## src/rtl/mem_stage_hs.sv

```systemverilog
// Memory stage: branch resolution, store-data forwarding, req/ack data-memory
// access with bounded timeout, and the MEM/WB register.
module mem_stage_hs #(
    parameter int DATA_WIDTH = 16,
    parameter int ADDR_WIDTH = 8,
    parameter int IMM_WIDTH  = 9,
    parameter int REG_WIDTH  = 4,
    parameter int TIMEOUT    = 15
) (
    input  logic                  clk,
    input  logic                  rst,
    input  logic                  valid_i,
    input  logic [ADDR_WIDTH-1:0] pc_i,
    input  logic [DATA_WIDTH-1:0] alu_out_i,
    input  logic [DATA_WIDTH-1:0] write_data_i,
    input  logic [IMM_WIDTH-1:0]  imm_i,
    input  logic [REG_WIDTH-1:0]  write_reg_i,
    input  logic                  reg_write_i,
    input  logic                  branch_i,
    input  logic                  mem_read_i,
    input  logic                  mem_write_i,
    input  logic                  mov_i,
    input  logic                  fwd_sel_i,
    input  logic [DATA_WIDTH-1:0] result_w_i,
    input  logic                  stall_wb_i,
    input  logic                  dm_ack_i,
    input  logic [DATA_WIDTH-1:0] dm_rdata_i,
    output logic                  dm_req_o,
    output logic                  dm_we_o,
    output logic [ADDR_WIDTH-1:0] dm_addr_o,
    output logic [DATA_WIDTH-1:0] dm_wdata_o,
    output logic                  branch_taken_o,
    output logic [ADDR_WIDTH-1:0] branch_addr_o,
    output logic                  stall_mem_o,
    output logic                  dm_err_o,
    output logic                  wb_valid_o,
    output logic                  wb_reg_write_o,
    output logic [DATA_WIDTH-1:0] wb_result_o,
    output logic [REG_WIDTH-1:0]  wb_reg_o
);

    typedef enum logic [1:0] {
        ST_IDLE   = 2'd0,
        ST_ACCESS = 2'd1,
        ST_DONE   = 2'd2
    } state_t;

    localparam int CNT_W = (TIMEOUT < 2) ? 1 : $clog2(TIMEOUT);
    localparam logic [CNT_W-1:0] CNT_LAST = CNT_W'(TIMEOUT - 1);

    state_t                state_q, state_d;
    logic [CNT_W-1:0]      cnt_q, cnt_d;
    logic [ADDR_WIDTH-1:0] addr_q, addr_d;
    logic [DATA_WIDTH-1:0] wdata_q, wdata_d;
    logic                  we_q, we_d;
    logic                  rd_q, rd_d;
    logic                  rw_q, rw_d;
    logic [REG_WIDTH-1:0]  reg_q, reg_d;
    logic [DATA_WIDTH-1:0] res_q, res_d;
    logic [DATA_WIDTH-1:0] cap_res_q, cap_res_d;
    logic                  cap_rw_q, cap_rw_d;
    logic                  err_q, err_d;
    logic                  wb_valid_q, wb_valid_d;
    logic                  wb_rw_q, wb_rw_d;
    logic [DATA_WIDTH-1:0] wb_res_q, wb_res_d;
    logic [REG_WIDTH-1:0]  wb_reg_q, wb_reg_d;

    logic [DATA_WIDTH-1:0] op_s;
    logic [DATA_WIDTH-1:0] imm_data_s;
    logic [ADDR_WIDTH-1:0] imm_addr_s;
    logic [DATA_WIDTH-1:0] alu_res_s;
    logic                  mem_op_s;
    logic                  timeout_s;
    logic [DATA_WIDTH-1:0] fin_res_s;
    logic                  fin_rw_s;
    logic                  stall_s;

    assign op_s       = fwd_sel_i ? result_w_i : write_data_i;
    assign imm_data_s = DATA_WIDTH'($signed(imm_i));
    assign imm_addr_s = ADDR_WIDTH'($signed(imm_i));
    assign alu_res_s  = mov_i ? imm_data_s : alu_out_i;
    assign mem_op_s   = valid_i & (mem_read_i | mem_write_i);
    // Ack in the final counted cycle wins over the timeout.
    assign timeout_s  = (state_q == ST_ACCESS) & ~dm_ack_i & (cnt_q == CNT_LAST);
    assign fin_res_s  = timeout_s ? {DATA_WIDTH{1'b0}} : (rd_q ? dm_rdata_i : res_q);
    assign fin_rw_s   = timeout_s ? 1'b0 : rw_q;

    // Next-state, MEM/WB load and stall decision.
    always_comb begin
        state_d    = state_q;
        cnt_d      = cnt_q;
        addr_d     = addr_q;
        wdata_d    = wdata_q;
        we_d       = we_q;
        rd_d       = rd_q;
        rw_d       = rw_q;
        reg_d      = reg_q;
        res_d      = res_q;
        cap_res_d  = cap_res_q;
        cap_rw_d   = cap_rw_q;
        err_d      = err_q;
        wb_valid_d = wb_valid_q;
        wb_rw_d    = wb_rw_q;
        wb_res_d   = wb_res_q;
        wb_reg_d   = wb_reg_q;
        stall_s    = stall_wb_i;
        case (state_q)
            ST_IDLE: begin
                if (mem_op_s) begin
                    addr_d  = imm_addr_s;
                    wdata_d = op_s;
                    we_d    = mem_write_i;
                    rd_d    = mem_read_i;
                    rw_d    = reg_write_i;
                    reg_d   = write_reg_i;
                    res_d   = alu_res_s;
                    cnt_d   = {CNT_W{1'b0}};
                    state_d = ST_ACCESS;
                    stall_s = 1'b1;
                    if (!stall_wb_i) begin
                        wb_valid_d = 1'b0;
                        wb_rw_d    = 1'b0;
                    end else begin
                        wb_valid_d = wb_valid_q;
                    end
                end else if (!stall_wb_i) begin
                    wb_valid_d = valid_i;
                    wb_rw_d    = valid_i & reg_write_i;
                    wb_res_d   = alu_res_s;
                    wb_reg_d   = write_reg_i;
                end else begin
                    state_d = ST_IDLE;
                end
            end
            ST_ACCESS: begin
                if (dm_ack_i || timeout_s) begin
                    err_d = err_q | timeout_s;
                    if (!stall_wb_i) begin
                        wb_valid_d = 1'b1;
                        wb_rw_d    = fin_rw_s;
                        wb_res_d   = fin_res_s;
                        wb_reg_d   = reg_q;
                        state_d    = ST_IDLE;
                    end else begin
                        cap_res_d = fin_res_s;
                        cap_rw_d  = fin_rw_s;
                        state_d   = ST_DONE;
                    end
                end else begin
                    cnt_d   = cnt_q + {{(CNT_W-1){1'b0}}, 1'b1};
                    stall_s = 1'b1;
                    if (!stall_wb_i) begin
                        wb_valid_d = 1'b0;
                        wb_rw_d    = 1'b0;
                    end else begin
                        wb_valid_d = wb_valid_q;
                    end
                end
            end
            ST_DONE: begin
                stall_s = 1'b1;
                if (!stall_wb_i) begin
                    wb_valid_d = 1'b1;
                    wb_rw_d    = cap_rw_q;
                    wb_res_d   = cap_res_q;
                    wb_reg_d   = reg_q;
                    state_d    = ST_IDLE;
                end else begin
                    state_d = ST_DONE;
                end
            end
            default: begin
                state_d = ST_IDLE;
            end
        endcase
    end

    // State and MEM/WB registers.
    always_ff @(posedge clk) begin
        if (rst) begin
            state_q    <= ST_IDLE;
            cnt_q      <= {CNT_W{1'b0}};
            addr_q     <= {ADDR_WIDTH{1'b0}};
            wdata_q    <= {DATA_WIDTH{1'b0}};
            we_q       <= 1'b0;
            rd_q       <= 1'b0;
            rw_q       <= 1'b0;
            reg_q      <= {REG_WIDTH{1'b0}};
            res_q      <= {DATA_WIDTH{1'b0}};
            cap_res_q  <= {DATA_WIDTH{1'b0}};
            cap_rw_q   <= 1'b0;
            err_q      <= 1'b0;
            wb_valid_q <= 1'b0;
            wb_rw_q    <= 1'b0;
            wb_res_q   <= {DATA_WIDTH{1'b0}};
            wb_reg_q   <= {REG_WIDTH{1'b0}};
        end else begin
            state_q    <= state_d;
            cnt_q      <= cnt_d;
            addr_q     <= addr_d;
            wdata_q    <= wdata_d;
            we_q       <= we_d;
            rd_q       <= rd_d;
            rw_q       <= rw_d;
            reg_q      <= reg_d;
            res_q      <= res_d;
            cap_res_q  <= cap_res_d;
            cap_rw_q   <= cap_rw_d;
            err_q      <= err_d;
            wb_valid_q <= wb_valid_d;
            wb_rw_q    <= wb_rw_d;
            wb_res_q   <= wb_res_d;
            wb_reg_q   <= wb_reg_d;
        end
    end

    assign dm_req_o       = (state_q == ST_ACCESS);
    assign dm_we_o        = we_q & (state_q == ST_ACCESS);
    assign dm_addr_o      = addr_q;
    assign dm_wdata_o     = wdata_q;
    assign dm_err_o       = err_q;
    assign stall_mem_o    = stall_s;
    assign branch_taken_o = ~rst & (state_q == ST_IDLE) & valid_i & branch_i
                            & (op_s == {DATA_WIDTH{1'b0}});
    assign branch_addr_o  = pc_i + imm_addr_s;
    assign wb_valid_o     = wb_valid_q;
    assign wb_reg_write_o = wb_rw_q;
    assign wb_result_o    = wb_res_q;
    assign wb_reg_o       = wb_reg_q;

endmodule

```

## config.mk

```make
export PLATFORM = sky130hd
export DESIGN_NAME = mem_stage_hs
export DESIGN_NICKNAME = d
export VERILOG_FILES = /design/src/rtl/mem_stage_hs.sv
export SDC_FILE = /design/constraint.sdc
export NUM_CORES = 1
export LEC_CHECK = 0
export CORE_UTILIZATION = 47
export DETAILED_ROUTE_END_ITERATION = 16
export HOLD_SLACK_MARGIN = 0.06
export MAX_ROUTING_LAYER = met4
export PLACE_DENSITY = 0.87
export SLEW_MARGIN = 5
export SYNTH_ARGS = -nofsm -noshare
export SYNTH_HDL_FRONTEND = slang
export SYNTH_SLANG_ARGS = --single-unit
```

## constraint.sdc

```tcl
create_clock -name clk -period 2.5 [get_ports clk]
set_input_delay 0.25 -clock clk [delete_from_list [all_inputs] [get_ports clk]]
set_output_delay 0.25 -clock clk [all_outputs]
set_load 0.01 [all_outputs]
```

Word-level counts from Yosys, hierarchy flattened. Index checks and enable logic that the tools add are counted.

Register bits: 93. Bits in latches: 0. RAM bits: 0. ROM bits: 0. Input port bits: 96. Output and inout bits: 59. Word-level logic and storage cells: 98. Memories: 0.

Add/subtract/negate cells: 2. Multipliers: 0. Divide/modulo/power cells: 0. Order comparisons: 0. Equal/unequal tests: 13. Shifts and indexed selects: 0. Mux-type cells: 40. Bitwise operators: 13. Reductions and logical operators: 14.

Operators with widths (number): $mux 16 (9); $pmux 16 s3 (1); $mux 4 (6); $logic_not 16->1 (1); $mux 1 (14); $ne 2x2->1 const B (6); $pmux 4 s3 (1); $and 1x1->1 (9); $ne 3x3->1 const B (3); $pmux 1 s3 (3); $add 8x8->8 (1); $mux 2 (4); $pmux 4 s2 (1); $reduce_and 2->1 (4); $reduce_and 4->1 (2); $pmux 2 s3 (1); $reduce_and 3->1 (2); $reduce_and 6->1 (1); $add 4x1->4 const B (1); $eq 4x4->1 const B (1); $reduce_bool 3->1 (1); $eq 2x1->1 const B (1); $eq 2x2->1 const B (1); $logic_not 2->1 (1); 5 further kinds (7).

Logic depth before layout (Yosys ltp).
Depth in word-level cells: 7. Depth in mapped cells: 8. Gate-level depth less buffers: 6.

Least setup slack after synthesis. No wires, ideal clock.

Path type: input to output. From: input result_w_i[6]. To: output branch_taken_o. Arrival time: 1741 ps. Data required time: 2250 ps. Path slack: 509 ps. Stages on the path: 4. Buffers on the path: 0. Cells stage by stage: or4_1 > nor4_1 > nand4b_1 > a2111oi_0.

Word-level cells in the longest chain between the ends: 3.

RTL lines: start, declared (RTL line 24) `input logic [DATA_WIDTH-1:0] result_w_i,`; $mux 16 (RTL line 78) `assign op_s = fwd_sel_i ? result_w_i : write_data_i;`; $logic_not 16->1 (RTL line 224) `& (op_s == {DATA_WIDTH{1'b0}});`; $and 1x1->1 (RTL line 224); end, declared (RTL line 32) `output logic branch_taken_o,`.

No other way between the ends.

Final worst setup path.
From: input imm_i[1]. To: output branch_addr_o[3].

Word-level cells in the longest chain between the ends: 1.

RTL lines: start, declared (RTL line 16) `input logic [IMM_WIDTH-1:0] imm_i,`; $add 8x8->8 (RTL line 225) `assign branch_addr_o = pc_i + imm_addr_s;`; end, declared (RTL line 33) `output logic [ADDR_WIDTH-1:0] branch_addr_o,`.

No other way between the ends.

==> results.json <==
{
  "crit_arrival_ns": 2.20,
  "synthFlopType": "dfxtp_1",
  "drt-vias-per-instance": 5.81,
  "syn_area_um2": 4880,
  "wire_per_inst_um": 16.9,
  "syn_nets": 680,
  "relSlewSlack": 0.307,
  "syn_avg_cell_area_um2": 8.56,
  "antenna_found_initial": 0,
  "clkLatencyLatePin_ns": 0.36,
  "hpwl_um": 10200,
  "stdcell_count": 855,
  "worstSetupPathType": "input pin to primary output",
  "finalHoldViolCount": 0,
  "synth_compound_area_frac": 0.238,
  "hp-class": "input pin to flop",
  "rows": 36,
  "cts.path.max_buffers": 2,
  "post-route-period-util": 0.980,
  "gp_congestion": 0.941,
  "nFillCells": 760,
  "dr.pass1.iters": 5,
  "synth_edf_count": 0,
  "drtIter0Drc": 244,
  "hold_buffers": 0,
  "cts_max_level": 3,
  "ios": 155,
  "p_int_uw": 2790,
  "routed_wl_um": 14400,
  "synth-seq-cells": 93,
  "cts-root-buf": "clkbuf_8",
  "power.total_uw": 3970,
  "ff2ff_path_depth": 7,
  "clock_sinks": 93,
  "fin_crit_ns": 2.45,
  "synthCells": 570,
  "switching_power_uw": 1180,
  "grt_pass1_wl_um": 23000,
  "leakagePower_uw": 0.00256,
  "drc": 0,
  "area_growth_pct": 42.2,
  "overflow": 0,
  "sw_frac_of_total": 0.298,
  "die_area_um2": 10800,
  "synth_seq_area_share": 0.382,
  "cts_tree": "built",
  "setup_violations": 0,
  "status": "completed",
  "fin_skew_ns": 0.0170,
  "synth_top_family_by_area": "compound AO/OA/AOI/OAI gates",
  "initial_core_util": 0.492,
  "clk_pin_slew_ns": 0.09,
  "synth-simple-area-share": 0.171,
  "diodes": 0,
  "drtAntennaViolNets": 0,
  "core_area_um2": 9910,
  "pwr-share-seq": 0.421,
  "muxShareOfSynthArea": 0.111,
  "drv_slew": 0,
  "p_clk_frac": 0.292,
  "pwr-share-comb": 0.288,
  "grt_pass1_vias": 4895,
  "grt_usage": 0.269,
  "register_area_um2": 1860,
  "cts-buffers-inserted": 9,
  "drive_above_1_share": 0.126,
  "finish.utilization": 0.700,
  "die_h_um": 104,
  "die_w_um": 104,
  "placed_cells_incl_taps": 838,
  "synth_xor_xnor_area_share": 0.0108,
  "whs_path_depth": 3,
  "ir_drop_mv": 0.404,
  "end_kind": "primary output",
  "vias": 4967,
  "ys_warn_count": 0,
  "grt_setup_unrepaired": "yes",
  "grt_max_degree": 93,
  "cp.required_ns": 2.25,
  "power_density_nw_per_um2": 572,
  "port-buffer-count": 154,
  "cp-start-kind": "input pin",
  "yosys.cell_types.count": 55,
  "fin_tns_setup_ns": 0,
  "synthAdderAreaFrac": 0.0374,
  "maxCapViolCount": 0,
  "nets": 827,
  "multiInputGateArea_um2": 2850,
  "synthArstFlopShare": 0,
  "worst_slew_pin_slew_ns": 1.04,
  "clock.fmax_ghz": 0.408,
  "crit_fanout": 3
}
## timing repair
action                                  4_1_cts  5_1_grt
setup buffers                                 1        0
resized for setup                            15       11
pin swaps                                     4        5
endpoints found under the setup margin        6        4
## registers in the layout (all words and copies together), names as in the netlist
name / cells
cap_rw_q: 1
rw_q: 1
cnt_q: 4
wb_reg_write_o: 1
we_q: 1
dm_addr_o: 8
dm_err_o: 1
cap_res_q: 16
rd_q: 1
wb_result_o: 16
wb_valid_o: 1
dm_wdata_o: 16
res_q: 16
state_q: 2
wb_reg_o: 4
reg_q: 4
## Yosys cell counts (all sizes together) (2+ instances only)
cell type | number | area share
o211a | 2 | 0.0041
a32oi | 2 | 0.0036
o21ai | 24 | 0.025
mux2 | 16 | 0.037
nand2b | 3 | 0.0038
buf | 13 | 0.017
nor4 | 4 | 0.0051
a2111oi | 4 | 0.015
and2 | 2 | 0.0026
nand2 | 48 | 0.037
nor2b | 3 | 0.0044
nor3 | 6 | 0.0062
xnor2 | 4 | 0.0072
inv | 11 | 0.0085
xor2 | 2 | 0.0036
nor2 | 58 | 0.045
o31ai | 3 | 0.0046
nand3 | 44 | 0.046
a31oi | 2 | 0.0026
or4 | 5 | 0.0077
clkbuf | 33 | 0.025
nand4b | 2 | 0.0036
a211oi | 52 | 0.094
a21oi | 62 | 0.064
ha | 13 | 0.033
a21boi | 2 | 0.0031
mux2i | 36 | 0.074
nor3b | 2 | 0.0031
a31o | 2 | 0.0036
dfxtp | 93 | 0.38
## layer usage
metal | wire length, um | share of wire | up-vias | global-route usage
li1 | - | - | 2368 | -
met1 | 5820 | 0.40 | 2350 | 0.300
met2 | 7120 | 0.49 | 204 | 0.464
met3 | 1000 | 0.070 | 45 | 0.0551
met4 | 467 | 0.032 | 0 | 0.121
met5 | 0 | 0 | - | -
## path summary, 6_finish.rpt
| kind | from | endpoint | slack, ns |
|---|---|---|---|
| max | imm_i[1] | branch_addr_o[3] | 0.05 |
| min | result_w_i[7] | dm_wdata_o[7] | 0.29 |
| max reg2reg | state_q[1] | dm_wdata_o[4] | 0.20 |
| min reg2reg | cap_rw_q | cap_rw_q | 0.46 |
## final cells by class
type | count | area share
clock buffer | 10 | 0.0198
clock inverter | 6 | 0.0135
sequential | 93 | 0.269
timing repair buffer | 182 | 0.257
tap | 133 | 0.0240
multi-input combinational | 420 | 0.411
inverter | 11 | 0.00595
## power by group through the flow
stage	clock [uW]	combinational, uW	sequential (uW)
floorplan	0	567	1720
global placement	0	1090	1700
detailed placement	0	1130	1700
CTS	1180	1130	1670
global route	1240	1230	1690
finish	1160	1140	1670
## cell families after synthesis
family	Yosys count
simple gates	182
compound gates	166
flops	93
buf+inv	57
mux	52
fa+ha+maj	14
xor+xnor	6
## critical path: stages
cell             delay (ns)
clkdlybuf4s50_1        0.54
ha_1                   0.26
a21oi_1                0.19
inv_1                  0.06
a21oi_1                0.19
xnor2_1                0.15
clkdlybuf4s50_1        0.56
## metrics by stage
step	worst slack [ns]	hold slack, ns	instance area [um^2]
detailed placement	-0.508	0.445	6610
CTS	0.00320	0.458	6880
global placement	-0.491	0.438	6610
global route	-0.00488	0.278	6940
finish	0.0512	0.293	6940
floorplan	0.509	0.386	4880
## layout by cell type (no fill, tap or decap), types with 14 or more instances in the layout
cell,count
nand2_1,47
buf_4,26
nor2_1,58
a21oi_1,61
o21ai_0,24
nand3_1,43
a211oi_2,14
clkdlybuf4s50_1,145
mux2_2,16
a211oi_1,38
mux2i_1,36
dfxtp_1,92
(Power assumes the default switching activity.)
